<file path="src/rtl/div_iter_pkg.sv">
// Shared definitions for the iterative divider: state encodings, iteration
// count and the HI/LO result slices also used by the multiplier packing.
package div_iter_pkg;

  localparam int DIV_DATA_W = 32;
  localparam int DIV_CYCLES = DIV_DATA_W;

  // {HI, LO} packing of a 2*DATA_W result: HI = remainder, LO = quotient.
  localparam int DIV_LO_LSB = 0;
  localparam int DIV_LO_MSB = DIV_DATA_W - 1;
  localparam int DIV_HI_LSB = DIV_DATA_W;
  localparam int DIV_HI_MSB = 2 * DIV_DATA_W - 1;

  typedef enum logic [1:0] {
    DIV_STATE_IDLE = 2'd0,
    DIV_STATE_BUSY = 2'd1,
    DIV_STATE_ZERO = 2'd2,
    DIV_STATE_DONE = 2'd3
  } div_state_e;

endpackage

</file>
<file path="src/rtl/div_iter_if.sv">
// Request/result bundle between the execute stage (master) and the divider
// (slave).
interface div_iter_if
  import div_iter_pkg::*;
#(
  parameter int DATA_W = DIV_DATA_W
);
  logic [DATA_W-1:0]   a_i;
  logic [DATA_W-1:0]   b_i;
  logic                sign_i;
  logic                start_i;
  logic                annul_i;
  logic                busy_o;
  logic                ready_o;
  logic [2*DATA_W-1:0] result_o;

  modport master (
    output a_i, b_i, sign_i, start_i, annul_i,
    input  busy_o, ready_o, result_o
  );

  modport slave (
    input  a_i, b_i, sign_i, start_i, annul_i,
    output busy_o, ready_o, result_o
  );
endinterface

</file>
<file path="src/rtl/div_iter_abs.sv">
// Conditional two's-complement negate; gives magnitudes of signed operands
// and restores the sign of quotient/remainder.
module div_iter_abs #(
  parameter int W = 32
) (
  input  logic [W-1:0] val_i,
  input  logic         neg_i,
  output logic [W-1:0] mag_o
);
  assign mag_o = neg_i ? (~val_i + W'(1)) : val_i;
endmodule

</file>
<file path="src/rtl/div_iter.sv">
// Radix-2 restoring divider for DIV/DIVU: one quotient bit per cycle on
// operand magnitudes, sign fixup folded into the final step.
module div_iter
  import div_iter_pkg::*;
#(
  parameter int DATA_W = DIV_DATA_W
) (
  input logic       clk,
  input logic       rst,
  div_iter_if.slave bus
);

  localparam int              CNT_W    = $clog2(DATA_W);
  localparam logic [CNT_W-1:0] CNT_LAST = CNT_W'(DATA_W - 1);

  div_state_e          state_q;
  logic [DATA_W-1:0]   a_q;
  logic [DATA_W-1:0]   dvd_q;
  logic [DATA_W-1:0]   bmag_q;
  logic [DATA_W-1:0]   rem_q;
  logic [CNT_W-1:0]    cnt_q;
  logic                sign_a_q;
  logic                sign_b_q;
  logic [2*DATA_W-1:0] result_q;

  // Index 0 = dividend, 1 = divisor.
  logic [1:0][DATA_W-1:0] op_raw;
  logic [1:0][DATA_W-1:0] op_mag;
  logic [1:0]             op_neg;

  assign op_raw[0] = bus.a_i;
  assign op_raw[1] = bus.b_i;
  assign op_neg[0] = bus.a_i[DATA_W-1] & bus.sign_i;
  assign op_neg[1] = bus.b_i[DATA_W-1] & bus.sign_i;

  for (genvar gi = 0; gi < 2; gi++) begin : g_op_abs
    div_iter_abs #(.W(DATA_W)) u_abs (
      .val_i (op_raw[gi]),
      .neg_i (op_neg[gi]),
      .mag_o (op_mag[gi])
    );
  end

  // The trial value is one bit wider than the divisor; the borrow out of the
  // subtraction is the inverted quotient bit.
  logic [DATA_W:0]   trial;
  logic [DATA_W:0]   diff;
  logic              qbit;
  logic [DATA_W-1:0] rem_step;
  logic [DATA_W-1:0] quo_step;

  assign trial    = {rem_q, dvd_q[DATA_W-1]};
  assign diff     = trial - {1'b0, bmag_q};
  assign qbit     = ~diff[DATA_W];
  assign rem_step = qbit ? diff[DATA_W-1:0] : trial[DATA_W-1:0];
  assign quo_step = {dvd_q[DATA_W-2:0], qbit};

  // Index 0 = quotient (sign of a^b), 1 = remainder (sign of the dividend).
  logic [1:0][DATA_W-1:0] fix_raw;
  logic [1:0][DATA_W-1:0] fix_mag;
  logic [1:0]             fix_neg;

  assign fix_raw[0] = quo_step;
  assign fix_raw[1] = rem_step;
  assign fix_neg[0] = sign_a_q ^ sign_b_q;
  assign fix_neg[1] = sign_a_q;

  for (genvar gi = 0; gi < 2; gi++) begin : g_fix_abs
    div_iter_abs #(.W(DATA_W)) u_abs (
      .val_i (fix_raw[gi]),
      .neg_i (fix_neg[gi]),
      .mag_o (fix_mag[gi])
    );
  end

  always_ff @(posedge clk or posedge rst) begin
    if (rst) begin
      state_q  <= DIV_STATE_IDLE;
      a_q      <= '0;
      dvd_q    <= '0;
      bmag_q   <= '0;
      rem_q    <= '0;
      cnt_q    <= '0;
      sign_a_q <= 1'b0;
      sign_b_q <= 1'b0;
      result_q <= '0;
    end else begin
      unique case (state_q)
        DIV_STATE_IDLE: begin
          if (bus.start_i && !bus.annul_i) begin
            a_q <= bus.a_i;
            if (bus.b_i == '0) begin
              state_q <= DIV_STATE_ZERO;
            end else begin
              sign_a_q <= op_neg[0];
              sign_b_q <= op_neg[1];
              dvd_q    <= op_mag[0];
              bmag_q   <= op_mag[1];
              rem_q    <= '0;
              cnt_q    <= '0;
              state_q  <= DIV_STATE_BUSY;
            end
          end
        end
        DIV_STATE_BUSY: begin
          if (bus.annul_i) begin
            state_q <= DIV_STATE_IDLE;
          end else begin
            dvd_q <= quo_step;
            rem_q <= rem_step;
            cnt_q <= cnt_q + 1'b1;
            if (cnt_q == CNT_LAST) begin
              result_q <= {fix_mag[1], fix_mag[0]};
              state_q  <= DIV_STATE_DONE;
            end
          end
        end
        DIV_STATE_ZERO: begin
          if (bus.annul_i) begin
            state_q <= DIV_STATE_IDLE;
          end else begin
            result_q <= {a_q, {DATA_W{1'b1}}};
            state_q  <= DIV_STATE_DONE;
          end
        end
        DIV_STATE_DONE: state_q <= DIV_STATE_IDLE;
        default:        state_q <= DIV_STATE_IDLE;
      endcase
    end
  end

  assign bus.busy_o   = (state_q != DIV_STATE_IDLE);
  assign bus.ready_o  = (state_q == DIV_STATE_DONE);
  assign bus.result_o = result_q;

endmodule
</file>
<file path="src/flat_wrapper.sv">
// flat-port wrapper written by rule: the top's interface ports become plain ports
module div_iter_flat import div_iter_pkg::*;
#(
  parameter int DATA_W = DIV_DATA_W
)
  (clk, rst, bus_a_i, bus_b_i, bus_sign_i, bus_start_i, bus_annul_i, bus_busy_o, bus_ready_o, bus_result_o);
  div_iter_if #(.DATA_W(DATA_W)) bus_i ();
  input logic clk;
  input logic rst;
  input wire logic [$bits(bus_i.a_i)-1:0] bus_a_i;
  input wire logic [$bits(bus_i.b_i)-1:0] bus_b_i;
  input wire logic [$bits(bus_i.sign_i)-1:0] bus_sign_i;
  input wire logic [$bits(bus_i.start_i)-1:0] bus_start_i;
  input wire logic [$bits(bus_i.annul_i)-1:0] bus_annul_i;
  output wire logic [$bits(bus_i.busy_o)-1:0] bus_busy_o;
  output wire logic [$bits(bus_i.ready_o)-1:0] bus_ready_o;
  output wire logic [$bits(bus_i.result_o)-1:0] bus_result_o;
  assign bus_i.a_i = bus_a_i;
  assign bus_i.b_i = bus_b_i;
  assign bus_i.sign_i = bus_sign_i;
  assign bus_i.start_i = bus_start_i;
  assign bus_i.annul_i = bus_annul_i;
  assign bus_busy_o = bus_i.busy_o;
  assign bus_ready_o = bus_i.ready_o;
  assign bus_result_o = bus_i.result_o;
  div_iter #(.DATA_W(DATA_W)) u_core (.clk(clk), .rst(rst), .bus(bus_i));
endmodule
</file>
<file path="config.mk">
export PLATFORM = sky130hd
export DESIGN_NAME = div_iter_flat
export DESIGN_NICKNAME = d
export VERILOG_FILES = /design/src/rtl/div_iter_pkg.sv /design/src/rtl/div_iter_if.sv /design/src/rtl/div_iter_abs.sv /design/src/rtl/div_iter.sv /design/src/flat_wrapper.sv
export SDC_FILE = /design/constraint.sdc
export NUM_CORES = 1
export LEC_CHECK = 0
export CAP_MARGIN = 20
export CORE_MARGIN = 10
export CORE_UTILIZATION = 39
export DETAILED_ROUTE_END_ITERATION = 16
export GPL_ROUTABILITY_DRIVEN = 1
export PLACE_DENSITY = 0.66
export SLEW_MARGIN = 0
export SYNTH_ARGS = -nofsm -noshare
export SYNTH_HDL_FRONTEND = slang
export SYNTH_SLANG_ARGS = --single-unit
</file>
<file path="constraint.sdc">
create_clock -name clk -period 17.5 [get_ports clk]
set_clock_uncertainty 0.05 [all_clocks]
set_input_delay 1.75 -clock clk [delete_from_list [all_inputs] [get_ports clk]]
set_output_delay 1.75 -clock clk [all_outputs]
set_load 0.05 [all_outputs]
</file>
==> impl_metrics.tcl <==
set metrics [dict create \
    outcome "finished clean" \
    layout.cells.most_common_list "dfrtp_1, o21ai_0, nand2_1, a21oi_1, clkdlybuf4s50_1" \
    cts_setup_buffers 0 \
    postCtsHoldBufs 0 \
    hold_path.class "reg -> reg" \
    gp_congestion 0.905 \
    wirelength_mm 38.6 \
    dp_hpwl_mm 28.9 \
    fin_crit_sh_pct 31.6 \
    drtIter0Drc 988 \
    grt_pass1_vias 11100 \
    yosysWarnings 0 \
    synth.area.top_cells "dfrtp_1, o21ai_0, a21oi_1" \
    ios 135 \
    synthFlopType "dfrtp_1" \
    die_h_um 206 \
    cts_resized 0 \
    synth_edf_count 0 \
    nets 1756 \
    cp_slowest_cell "nor2_8" \
    synth-seq-cells 201 \
    drc 0 \
    synthDominantCellAreaShare_pct 37.5 \
    cts_tree "yes" \
    finalSetupViolCount 0 \
    syn_nets 1664 \
    netlist_area_mm2 0.0134 \
    cp_top_family "compound AO/OA/AOI/OAI gates" \
    netlist_instances 1552 \
    fill_cells 3187 \
    hold_viol 0 \
    syn_avg_cell_area_um2 8.65 \
    numCtsBuffers 25 \
    rows 67 \
    antenna_found_initial 0 \
    root_buffer "clkbuf_16" \
    multi_input_area_mm2 0.00780 \
    ys_types 83 \
    end_kind "register" \
    yosys.area.top_type "dfrtp_1" \
    max_stage_delay_ns 0.62 \
    wire_per_inst_um 18.3 \
    grt-ovfl-total 0 \
    path_buf_inv 4 \
    tns_ns 0 \
    ff_latch_area_mm2 0.00503 \
    grt_start_max_net_pins 123 \
    clockBufferDepth 3 \
    dr.pass1.iters 5 \
    insertion_delay_ns 0.55 \
    crit_path_cell_trace "inv_1 > ha_1 > inv_1 > fa_1 > a211oi_2 > o211ai_4 > nand3_2 > a211oi_2 > o21a_1 > nor2_8 > inv_2 > buf_4 > a21oi_1 > ha_1 > nand4b_1 > o221a_2 > o41ai_1 > mux2i_1 > nand3_1" \
    core_area_mm2 0.0338 \
    cts.clk_slew.worst_paths_ns 0.06 \
    die-area_mm2 0.0423 \
    io_buffers 134 \
    clock.fmax_mhz 181 \
    grt_pass1_wl_mm 61.2 \
    finalCriticalPeriod_ns 5.54 \
    via_per_inst 5.56 \
    required_ns 17.87 \
    drv_cap 0 \
    synthArstFlopShare_pct 100 \
    tightest_slew_ns 1.06 \
    arrival_ns 5.91 \
    fp.dieW_um 206 \
    clock-sinks 201 \
    slew_headroom_pct 29.0 \
    htreeDepth 1 \
    slew_viol_final 0 \
    startpoint_type "register" \
    path_class "reg -> reg" \
    num_vias 11800 \
    drive_gt1_share_pct 7.94 \
    rsz0062_at_grt "no" \
    final_antenna_net_count 0 \
    track_usage_pct 17.7 \
    critPathMaxFanout 34 \
    synthToLayoutAreaGrowth_pct 19.4 \
    layout_commonest_cell "dfrtp_1" \
    synth-seq-area-share_pct 37.5 \
    start_util_pct 39.8 \
]
==> kinds of logic after synthesis <==
group / share of synthesized area [%]
AO/OA/AOI/OAI: 22.3
XOR/XNOR: 9.13
adder cells (fa/ha/maj): 4.06
buffers and inverters: 4.80
flip-flops: 37.5
multiplexers: 5.01
AND/OR/NAND/NOR: 17.2
==> metal layers <==
| layer | part of all wire (%) | up-vias | global-route usage [%] |
|---|---|---|---|
| met4 | 2.0 | 0 | 3.96 |
| met3 | 5.7 | 41 | 2.37 |
| met2 | 44 | 308 | 27.7 |
| met5 | 0 | - | 0 |
| met1 | 48 | 5653 | 25.4 |
| li1 | - | 5750 | - |
==> cells in the mapped netlist (12+ instances only) <==
library cell and count:
mux2_2 34, nor3_1 29, clkbuf_1 52, mux2i_1 29, dfrtp_1 201, a221o_1 27, and3_1 15, and2_1 13
a211oi_1 13, a21oi_1 141, nor2_1 135, nand2_1 146, inv_1 65, a31oi_1 15, o21a_1 13, xor2_1 63
o41ai_1 12, xnor2_1 77, nand3_1 51, nor4_1 16, o21ai_0 152, o31ai_1 22, ha_1 42, a21o_1 15
buf_2 23, nand2b_1 12
==> path summary, 6_finish.rpt <==
path / cells after the start / slack (ns) / end / startpoint
setup reg to reg: 19 / 11.96 / u_core.bus.result_o[60] / u_core.dvd_q[31]
min in group asynchronous: 2 / 1.71 / u_core.bus.result_o[6] / rst
hold reg to reg: 2 / 0.43 / u_core.bus.result_o[43] / u_core.bus.result_o[43]
max in group asynchronous: 4 / 14.55 / u_core.bmag_q[25] / rst
setup / recovery: 19 / 11.96 / u_core.bus.result_o[60] / u_core.dvd_q[31]
hold / removal: 2 / 0.43 / u_core.bus.result_o[43] / u_core.bus.result_o[43]
==> state kept, by name, summed over array words and instances, names as in the netlist <==
signal	flops
u_core.sign_a_q	1
u_core.sign_b_q	1
u_core.dvd_q	32
u_core.cnt_q	5
u_core.rem_q	32
u_core.bus.result_o	64
u_core.state_q	2
u_core.bmag_q	32
u_core.a_q	32
==> per-stage QoR <==
stage	util (%)	worst slack (ns)	hold WS [ns]	cells	instance area [um^2]
finish	47.5	11.96	0.430	2112	16000
global route	47.5	11.64	0.455	2111	16000
CTS	47.3	11.94	0.439	2109	16000
detailed placement	44.7	11.37	0.422	2063	15100
global placement	44.7	11.37	0.415	2062	15100
floorplan	-	10.22	0.400	1552	13400
==> worst min-delay path: stages, from the launching register on <==
cell     delay, ns
dfrtp_1       0.34
nand2_1       0.04
o21ai_0       0.06
==> final cells by class <==
| type | count | share of cell area, % |
|---|---|---|
| clock inverters | 13 | 1.05 |
| flip-flops and latches | 201 | 31.4 |
| well taps | 448 | 3.50 |
| diodes | 1 | 0.0156 |
| inverters | 66 | 1.59 |
| clock buffers | 33 | 4.46 |
| multi-input cells | 1199 | 48.6 |
| repair buffers | 151 | 9.41 |
Power is left out: the tool's default activity adds up to more than one toggle a clock period on the data nets, which glitch-free logic cannot reach.
